## src/rtl/hc595_rx_if.sv

```systemverilog
// Bundle of the three-wire 74HC595 serial lines plus the rebuilt-word outputs of the receiver.
// The master drives the serial lines and enable; the slave (receiver) drives the decoded results.
interface hc595_rx_if #(
   parameter int WIDTH = 16
);
   logic             en;
   logic             sh_cp;
   logic             st_cp;
   logic             ds;
   logic [WIDTH-1:0] data;
   logic             marker;
   logic [6:0]       seg;
   logic [7:0]       sel;
   logic             data_valid;
   logic             frame_err;
   logic             timeout_err;
   logic [15:0]      frame_cnt;

   modport master (
      output en, sh_cp, st_cp, ds,
      input  data, marker, seg, sel, data_valid, frame_err, timeout_err, frame_cnt
   );

   modport slave (
      input  en, sh_cp, st_cp, ds,
      output data, marker, seg, sel, data_valid, frame_err, timeout_err, frame_cnt
   );
endinterface

```

## src/rtl/hc595_rx.sv

```systemverilog
// Oversampling receiver for a 74HC595 display chain: rebuilds each latched word and
// splits it into marker/segment/select fields, flagging short, long and stalled frames.
module hc595_rx #(
   parameter int WIDTH       = 16,
   parameter int SYNC_STAGES = 2,
   parameter int TIMEOUT     = 1024
) (
   input  logic        clk,
   input  logic        reset,
   hc595_rx_if.slave   bus
);

   localparam int CNT_W  = $clog2(WIDTH + 2);
   localparam int IDLE_W = $clog2(TIMEOUT + 1);
   localparam int WARM_W = $clog2(SYNC_STAGES + 2);

   localparam logic [CNT_W-1:0]  BITS_FULL = CNT_W'(WIDTH);
   localparam logic [CNT_W-1:0]  BITS_SAT  = CNT_W'(WIDTH + 1);
   localparam logic [IDLE_W-1:0] IDLE_LAST = IDLE_W'(TIMEOUT - 1);
   localparam logic [WARM_W-1:0] WARM_INIT = WARM_W'(SYNC_STAGES + 1);

   logic [SYNC_STAGES-1:0] shSync_q, shSync_d;
   logic [SYNC_STAGES-1:0] stSync_q, stSync_d;
   logic [SYNC_STAGES-1:0] dsSync_q, dsSync_d;
   logic                   shHist_q, stHist_q;
   logic [WARM_W-1:0]      warm_q, warm_d;
   logic [WIDTH-1:0]       shreg_q, shreg_d;
   logic [CNT_W-1:0]       bitCnt_q, bitCnt_d;
   logic [IDLE_W-1:0]      idle_q, idle_d;
   logic [WIDTH-1:0]       data_q, data_d;
   logic                   marker_q, marker_d;
   logic [6:0]             seg_q, seg_d;
   logic [7:0]             sel_q, sel_d;
   logic                   dataValid_q, dataValid_d;
   logic                   frameErr_q, frameErr_d;
   logic                   timeoutErr_q, timeoutErr_d;
   logic [15:0]            frameCnt_q, frameCnt_d;

   logic shLevel, stLevel, dsLevel;
   logic shEv, stEv;

   assign shLevel = shSync_q[SYNC_STAGES-1];
   assign stLevel = stSync_q[SYNC_STAGES-1];
   assign dsLevel = dsSync_q[SYNC_STAGES-1];

   // Edges are ignored until the synchronizers and history flops have filled after reset,
   // so a line that was already high when reset dropped is never mistaken for a rise.
   assign shEv = bus.en && (warm_q == '0) && shLevel && !shHist_q;
   assign stEv = bus.en && (warm_q == '0) && stLevel && !stHist_q;

   // Next-state logic: a latch and a shift in the same cycle both happen, with the latch
   // capturing the pre-shift register and the new bit opening the next frame.
   always_comb begin
      shSync_d     = {shSync_q[SYNC_STAGES-2:0], bus.sh_cp};
      stSync_d     = {stSync_q[SYNC_STAGES-2:0], bus.st_cp};
      dsSync_d     = {dsSync_q[SYNC_STAGES-2:0], bus.ds};
      warm_d       = (warm_q != '0) ? warm_q - WARM_W'(1) : warm_q;
      shreg_d      = shreg_q;
      bitCnt_d     = bitCnt_q;
      idle_d       = idle_q;
      data_d       = data_q;
      marker_d     = marker_q;
      seg_d        = seg_q;
      sel_d        = sel_q;
      dataValid_d  = 1'b0;
      frameErr_d   = 1'b0;
      timeoutErr_d = 1'b0;
      frameCnt_d   = frameCnt_q;

      if (!bus.en) begin
         idle_d = '0;
      end else begin
         if (stEv) begin
            data_d      = shreg_q;
            marker_d    = shreg_q[15];
            seg_d       = shreg_q[14:8];
            sel_d       = shreg_q[7:0];
            dataValid_d = 1'b1;
            frameErr_d  = (bitCnt_q != BITS_FULL);
            frameCnt_d  = frameCnt_q + 16'd1;
            bitCnt_d    = '0;
            idle_d      = '0;
         end
         if (shEv) begin
            shreg_d = {shreg_q[WIDTH-2:0], dsLevel};
            if (stEv)
               bitCnt_d = CNT_W'(1);
            else if (bitCnt_q != BITS_SAT)
               bitCnt_d = bitCnt_q + CNT_W'(1);
            idle_d = '0;
         end else if (!stEv && bitCnt_q != '0) begin
            if (idle_q == IDLE_LAST) begin
               bitCnt_d     = '0;
               idle_d       = '0;
               timeoutErr_d = 1'b1;
            end else begin
               idle_d = idle_q + IDLE_W'(1);
            end
         end
      end
   end

   // State and output registers; everything clears on reset except the warm-up counter,
   // which reloads so edge detection restarts cleanly.
   always_ff @(posedge clk) begin
      if (reset) begin
         shSync_q     <= '0;
         stSync_q     <= '0;
         dsSync_q     <= '0;
         shHist_q     <= 1'b0;
         stHist_q     <= 1'b0;
         warm_q       <= WARM_INIT;
         shreg_q      <= '0;
         bitCnt_q     <= '0;
         idle_q       <= '0;
         data_q       <= '0;
         marker_q     <= 1'b0;
         seg_q        <= '0;
         sel_q        <= '0;
         dataValid_q  <= 1'b0;
         frameErr_q   <= 1'b0;
         timeoutErr_q <= 1'b0;
         frameCnt_q   <= '0;
      end else begin
         shSync_q     <= shSync_d;
         stSync_q     <= stSync_d;
         dsSync_q     <= dsSync_d;
         shHist_q     <= shLevel;
         stHist_q     <= stLevel;
         warm_q       <= warm_d;
         shreg_q      <= shreg_d;
         bitCnt_q     <= bitCnt_d;
         idle_q       <= idle_d;
         data_q       <= data_d;
         marker_q     <= marker_d;
         seg_q        <= seg_d;
         sel_q        <= sel_d;
         dataValid_q  <= dataValid_d;
         frameErr_q   <= frameErr_d;
         timeoutErr_q <= timeoutErr_d;
         frameCnt_q   <= frameCnt_d;
      end
   end

   assign bus.data        = data_q;
   assign bus.marker      = marker_q;
   assign bus.seg         = seg_q;
   assign bus.sel         = sel_q;
   assign bus.data_valid  = dataValid_q;
   assign bus.frame_err   = frameErr_q;
   assign bus.timeout_err = timeoutErr_q;
   assign bus.frame_cnt   = frameCnt_q;

endmodule
```

## src/flat_wrapper.sv

```systemverilog
// flat-port wrapper written by rule: the top's interface ports become plain ports
module hc595_rx_flat 
#(
   parameter int WIDTH       = 16,
   parameter int SYNC_STAGES = 2,
   parameter int TIMEOUT     = 1024
)
  (clk, reset, bus_en, bus_sh_cp, bus_st_cp, bus_ds, bus_data, bus_marker, bus_seg, bus_sel, bus_data_valid, bus_frame_err, bus_timeout_err, bus_frame_cnt);
  hc595_rx_if #(.WIDTH(WIDTH)) bus_i ();
  input  logic clk;
  input  logic reset;
  input wire logic [$bits(bus_i.en)-1:0] bus_en;
  input wire logic [$bits(bus_i.sh_cp)-1:0] bus_sh_cp;
  input wire logic [$bits(bus_i.st_cp)-1:0] bus_st_cp;
  input wire logic [$bits(bus_i.ds)-1:0] bus_ds;
  output wire logic [$bits(bus_i.data)-1:0] bus_data;
  output wire logic [$bits(bus_i.marker)-1:0] bus_marker;
  output wire logic [$bits(bus_i.seg)-1:0] bus_seg;
  output wire logic [$bits(bus_i.sel)-1:0] bus_sel;
  output wire logic [$bits(bus_i.data_valid)-1:0] bus_data_valid;
  output wire logic [$bits(bus_i.frame_err)-1:0] bus_frame_err;
  output wire logic [$bits(bus_i.timeout_err)-1:0] bus_timeout_err;
  output wire logic [$bits(bus_i.frame_cnt)-1:0] bus_frame_cnt;
  assign bus_i.en = bus_en;
  assign bus_i.sh_cp = bus_sh_cp;
  assign bus_i.st_cp = bus_st_cp;
  assign bus_i.ds = bus_ds;
  assign bus_data = bus_i.data;
  assign bus_marker = bus_i.marker;
  assign bus_seg = bus_i.seg;
  assign bus_sel = bus_i.sel;
  assign bus_data_valid = bus_i.data_valid;
  assign bus_frame_err = bus_i.frame_err;
  assign bus_timeout_err = bus_i.timeout_err;
  assign bus_frame_cnt = bus_i.frame_cnt;
  hc595_rx #(.WIDTH(WIDTH), .SYNC_STAGES(SYNC_STAGES), .TIMEOUT(TIMEOUT)) u_core (.clk(clk), .reset(reset), .bus(bus_i));
endmodule
```

## config.mk

```make
export PLATFORM = sky130hd
export DESIGN_NAME = hc595_rx_flat
export DESIGN_NICKNAME = d
export VERILOG_FILES = /design/src/rtl/hc595_rx_if.sv /design/src/rtl/hc595_rx.sv /design/src/flat_wrapper.sv
export SDC_FILE = /design/constraint.sdc
export NUM_CORES = 1
export LEC_CHECK = 0
export BUFFER_PORTS_ARGS = -buffer_cell sky130_fd_sc_hd__buf_2
export CAP_MARGIN = 20
export CORE_MARGIN = 2
export CORE_UTILIZATION = 60
export CTS_CLUSTER_SIZE = 24
export DETAILED_ROUTE_END_ITERATION = 16
export PLACE_DENSITY_LB_ADDON = 0.3
export SETUP_SLACK_MARGIN = 0.4
export SKIP_LAST_GASP = 1
export SYNTH_ARGS = -nofsm -noshare
export SYNTH_HDL_FRONTEND = slang
export SYNTH_SLANG_ARGS = --single-unit
```

## constraint.sdc

```tcl
create_clock -name clk -period 4 [get_ports clk]
set_input_delay 0.2 -clock clk [delete_from_list [all_inputs] [get_ports clk]]
set_output_delay 0.2 -clock clk [all_outputs]
set_load 0.01 [all_outputs]
```

==> results.sh <==
export IMPL_topRoutingLayerUsed="met4"
export IMPL_critPathCaptureType="register"
export IMPL_grt_max_degree=64
export IMPL_startpoint_type="register"
export IMPL_finalSetupTns_ns=0
export IMPL_slew_headroom_pct=44.3
export IMPL_seq_area_frac_synth_pct=46.2
export IMPL_p_leak_nw=1.44
export IMPL_vias=2779
export IMPL_final_cells=500
export IMPL_ant_nets=0
export IMPL_hold_class="in -> reg"
export IMPL_finalClockSkew_ns=0.0119
export IMPL_synth_xor_area_share_pct=3.15
export IMPL_drv_slew=0
export IMPL_yosys_area_share_simple_pct=26.9
export IMPL_synth_seq_cells=77
export IMPL_grt_pass1_vias=2496
export IMPL_grt_setup_unrepaired="false"
export IMPL_synth_compound_area_share_pct=13.2
export IMPL_synth_edf_count=0
export IMPL_cts_num_sinks=77
export IMPL_core_area_mm2=0.00544
export IMPL_cts_setup_buffers=0
export IMPL_rows=27
export IMPL_avgSynthCellArea_um2=8.48
export IMPL_ys_flop_type="dfxtp_1"
export IMPL_drt_met1_wl_um=3010
export IMPL_synth_top_family_by_area="simple AND/OR/NAND/NOR gates"
export IMPL_synth_nets=405
export IMPL_p_sw_share_pct=23.0
export IMPL_num_antenna_cells=0
export IMPL_met2_length_um=3110
export IMPL_clock_fmax_ghz=0.422
export IMPL_clockRootBuffer="clkbuf_8"
export IMPL_holdBufCountCts=0
export IMPL_clk_latency_ns=0.35
export IMPL_die_width_um=78.5
export IMPL_hold_violations=0
export IMPL_peakVddDrop_mv=0.371
export IMPL_grt_overflow=0
export IMPL_ys_warn_count=0
export IMPL_setup_viol=0
export IMPL_synthCells=393
export IMPL_yosys_area_top_type_share_pct=46.2
export IMPL_cts_path_max_buffers=2
export IMPL_internal_power_mw=1.08
export IMPL_synth_distinct_cells=51
export IMPL_setup_worst_path_class="reg -> reg"
export IMPL_io_pins=57
export IMPL_finalCriticalPeriod_ns=2.37
export IMPL_grt_use_total_pct=22.2
export IMPL_path_cells="inv_1 > ha_1 > nand4b_1 > nor2_1 > a221oi_1 > a211oi_1"
export IMPL_clkPwrFrac_pct=41.4
export IMPL_path_max_fanout=21
export IMPL_fin_crit_sh_pct=59.3
export IMPL_clk_pin_slew_ns=0.07
export IMPL_synthArstFlopShare_pct=0
export IMPL_vias_per_cell=5.56
export IMPL_nNetsFinal=435
export IMPL_place_congestion=0.797
export IMPL_arrival_ns=2.63
export IMPL_hold_ws_ns=0.0609
export IMPL_cp_data_required_time_ns=4.26
export IMPL_combPwrFrac_pct=3.2
export IMPL_firstDrtPassIters=4
export IMPL_routedWlPerCell_um=13.1
export IMPL_h_tree_depth=3
export IMPL_seqPwrFrac_pct=55.3
export IMPL_dp_cells=484
export IMPL_grt_antenna_before_repair=0
export IMPL_ctsResizeCount=0
export IMPL_cts_tree="done"
export IMPL_numCtsBuffers=9
export IMPL_drc_errors=0
export IMPL_met3_length_um=312
export IMPL_dr_first_iter_drc_count=187
export IMPL_slowest_stage="nand4b_1"
export IMPL_p_switching_mw=0.323
export IMPL_routed_wl_um=6530
export IMPL_worst_pin_slew_ns=0.831
export IMPL_status="finished, final reports clean"
export IMPL_yosys_area_share_adder_pct=2.25
export IMPL_dp_hpwl_um=4400
export IMPL_drv_cap=0
export IMPL_start_util_pct=61.3
export IMPL_r2r_slack_ns=1.63
export IMPL_synth_top_area_cell="dfxtp_1"
export IMPL_areaGrowthSynthToFinish_pct=10.4
export IMPL_netlist_area_mm2=0.00333
export IMPL_grt_pass1_wl_um=10900
export IMPL_max_stage_delay_ns=0.71
export IMPL_power_density_mw_per_mm2=382
export IMPL_synth_area_leaders="dfxtp_1 (46%), nand2_1 (9.3%), a21oi_1 (6.8%)"
export IMPL_drive_above_1_share_pct=19.4
export IMPL_synth_mux_area_fraction_pct=0.338
export IMPL_die_area_mm2=0.00617
export IMPL_io_buffers=56
export IMPL_die_y_um=78.5
## through the flow
step	total power, mW	setup WS, ns	instance area, um2	util (%)
after CTS	1.41	1.65	3680	67.7
after global placement	0.839	1.78	3480	64.0
after detailed placement	0.841	1.68	3480	64.0
final	1.41	1.63	3680	67.7
after global routing	1.45	1.48	3680	67.7
after floorplan	0.834	2.28	3330	-
## worst paths after layout
check	start	end	cells past startpoint
worst max-delay path	u_core.warm_q[0]	u_core.bitCnt_q[4]	6
worst max register to register	u_core.warm_q[0]	u_core.bitCnt_q[4]	6
worst min register to register	u_core.dsSync_q[1]	u_core.shreg_q[0]	2
worst min-delay path	bus_ds	u_core.dsSync_q[0]	2
## layout make-up
type | count | area (um2)
repair buffers | 58 | 295
clock buffers | 10 | 128
flip-flops and latches | 77 | 1540
well taps | 72 | 90.1
inverters | 7 | 26.3
fillers | 466 | 1760
multi-input cells | 270 | 1530
clock inverters | 6 | 71.3
## power by group through the flow
stage               clock network [mW]  logic [mW]  registers, mW
floorplan                            0      0.0388          0.795
finish                           0.582      0.0452          0.778
global placement                     0      0.0439          0.795
CTS                              0.592      0.0453          0.778
detailed placement                   0      0.0452          0.796
global route                     0.622      0.0512          0.778
## registers in the layout (all words and copies together), names as in the netlist
| name | cells |
|---|---|
| u_core.bitCnt_q | 5 |
| u_core.bus.data | 9 |
| u_core.bus.data_valid | 1 |
| u_core.bus.frame_cnt | 16 |
| u_core.bus.frame_err | 1 |
| u_core.bus.marker | 1 |
| u_core.bus.seg | 6 |
| u_core.bus.timeout_err | 1 |
| u_core.dsSync_q | 2 |
| u_core.idle_q | 11 |
| u_core.shHist_q | 1 |
| u_core.shSync_q | 2 |
| u_core.shreg_q | 16 |
| u_core.stHist_q | 1 |
| u_core.stSync_q | 2 |
| u_core.warm_q | 2 |
## per-layer routing
layer | vias to the layer above | global-route usage [%]
li1 | 1410 | -
met1 | 1279 | 26.2
met2 | 80 | 37.9
met3 | 10 | 4.60
met4 | 0 | 11.2
met5 | - | 0
## cell usage in the layout, fill, tap and decap left out, types with 4 or more instances in the layout
cell / count
a21oi_1: 45
a31oi_1: 8
buf_2: 56
clkbuf_8: 9
dfxtp_1: 77
ha_1: 6
inv_1: 7
nand2_1: 83
nand3_1: 11
nand4_1: 11
nor2_1: 19
nor2b_1: 10
nor3_1: 5
o21ai_0: 6
or3_1: 4
xor2_1: 11
## synth_stat cells, types with 4 or more instances
| cell type | count |
|---|---|
| ha_1 | 6 |
| buf_2 | 5 |
| xor2_1 | 11 |
| inv_1 | 7 |
| or3_1 | 4 |
| nand4_1 | 11 |
| nor2b_1 | 10 |
| clkbuf_1 | 13 |
| a31oi_1 | 8 |
| a21oi_1 | 45 |
| nand3_1 | 11 |
| nor3_1 | 5 |
| o21ai_0 | 6 |
| buf_4 | 16 |
| dfxtp_1 | 77 |
| nand2_1 | 83 |
| nor2_1 | 19 |
## critical path, delay by kind of cell (launching register included)
family / cells / cell delay, ns
buf+inv: 1 / 0.05
compound gates: 2 / 0.37
flops: 1 / 0.32
fa+ha+maj: 1 / 0.30
simple gates: 2 / 1.25
## kinds of logic (layout without fill, tap and decap cells)
| logic type | count (synthesis) | after routing |
|---|---|---|
| simple gates | 176 | 176 |
| flops | 77 | 77 |
| compound gates | 75 | 75 |
| buf+inv | 46 | 81 |
| xor+xnor | 12 | 12 |
| fa+ha+maj | 6 | 6 |
| mux | 1 | 1 |
Note: power is estimated with default switching activity, not from simulation.
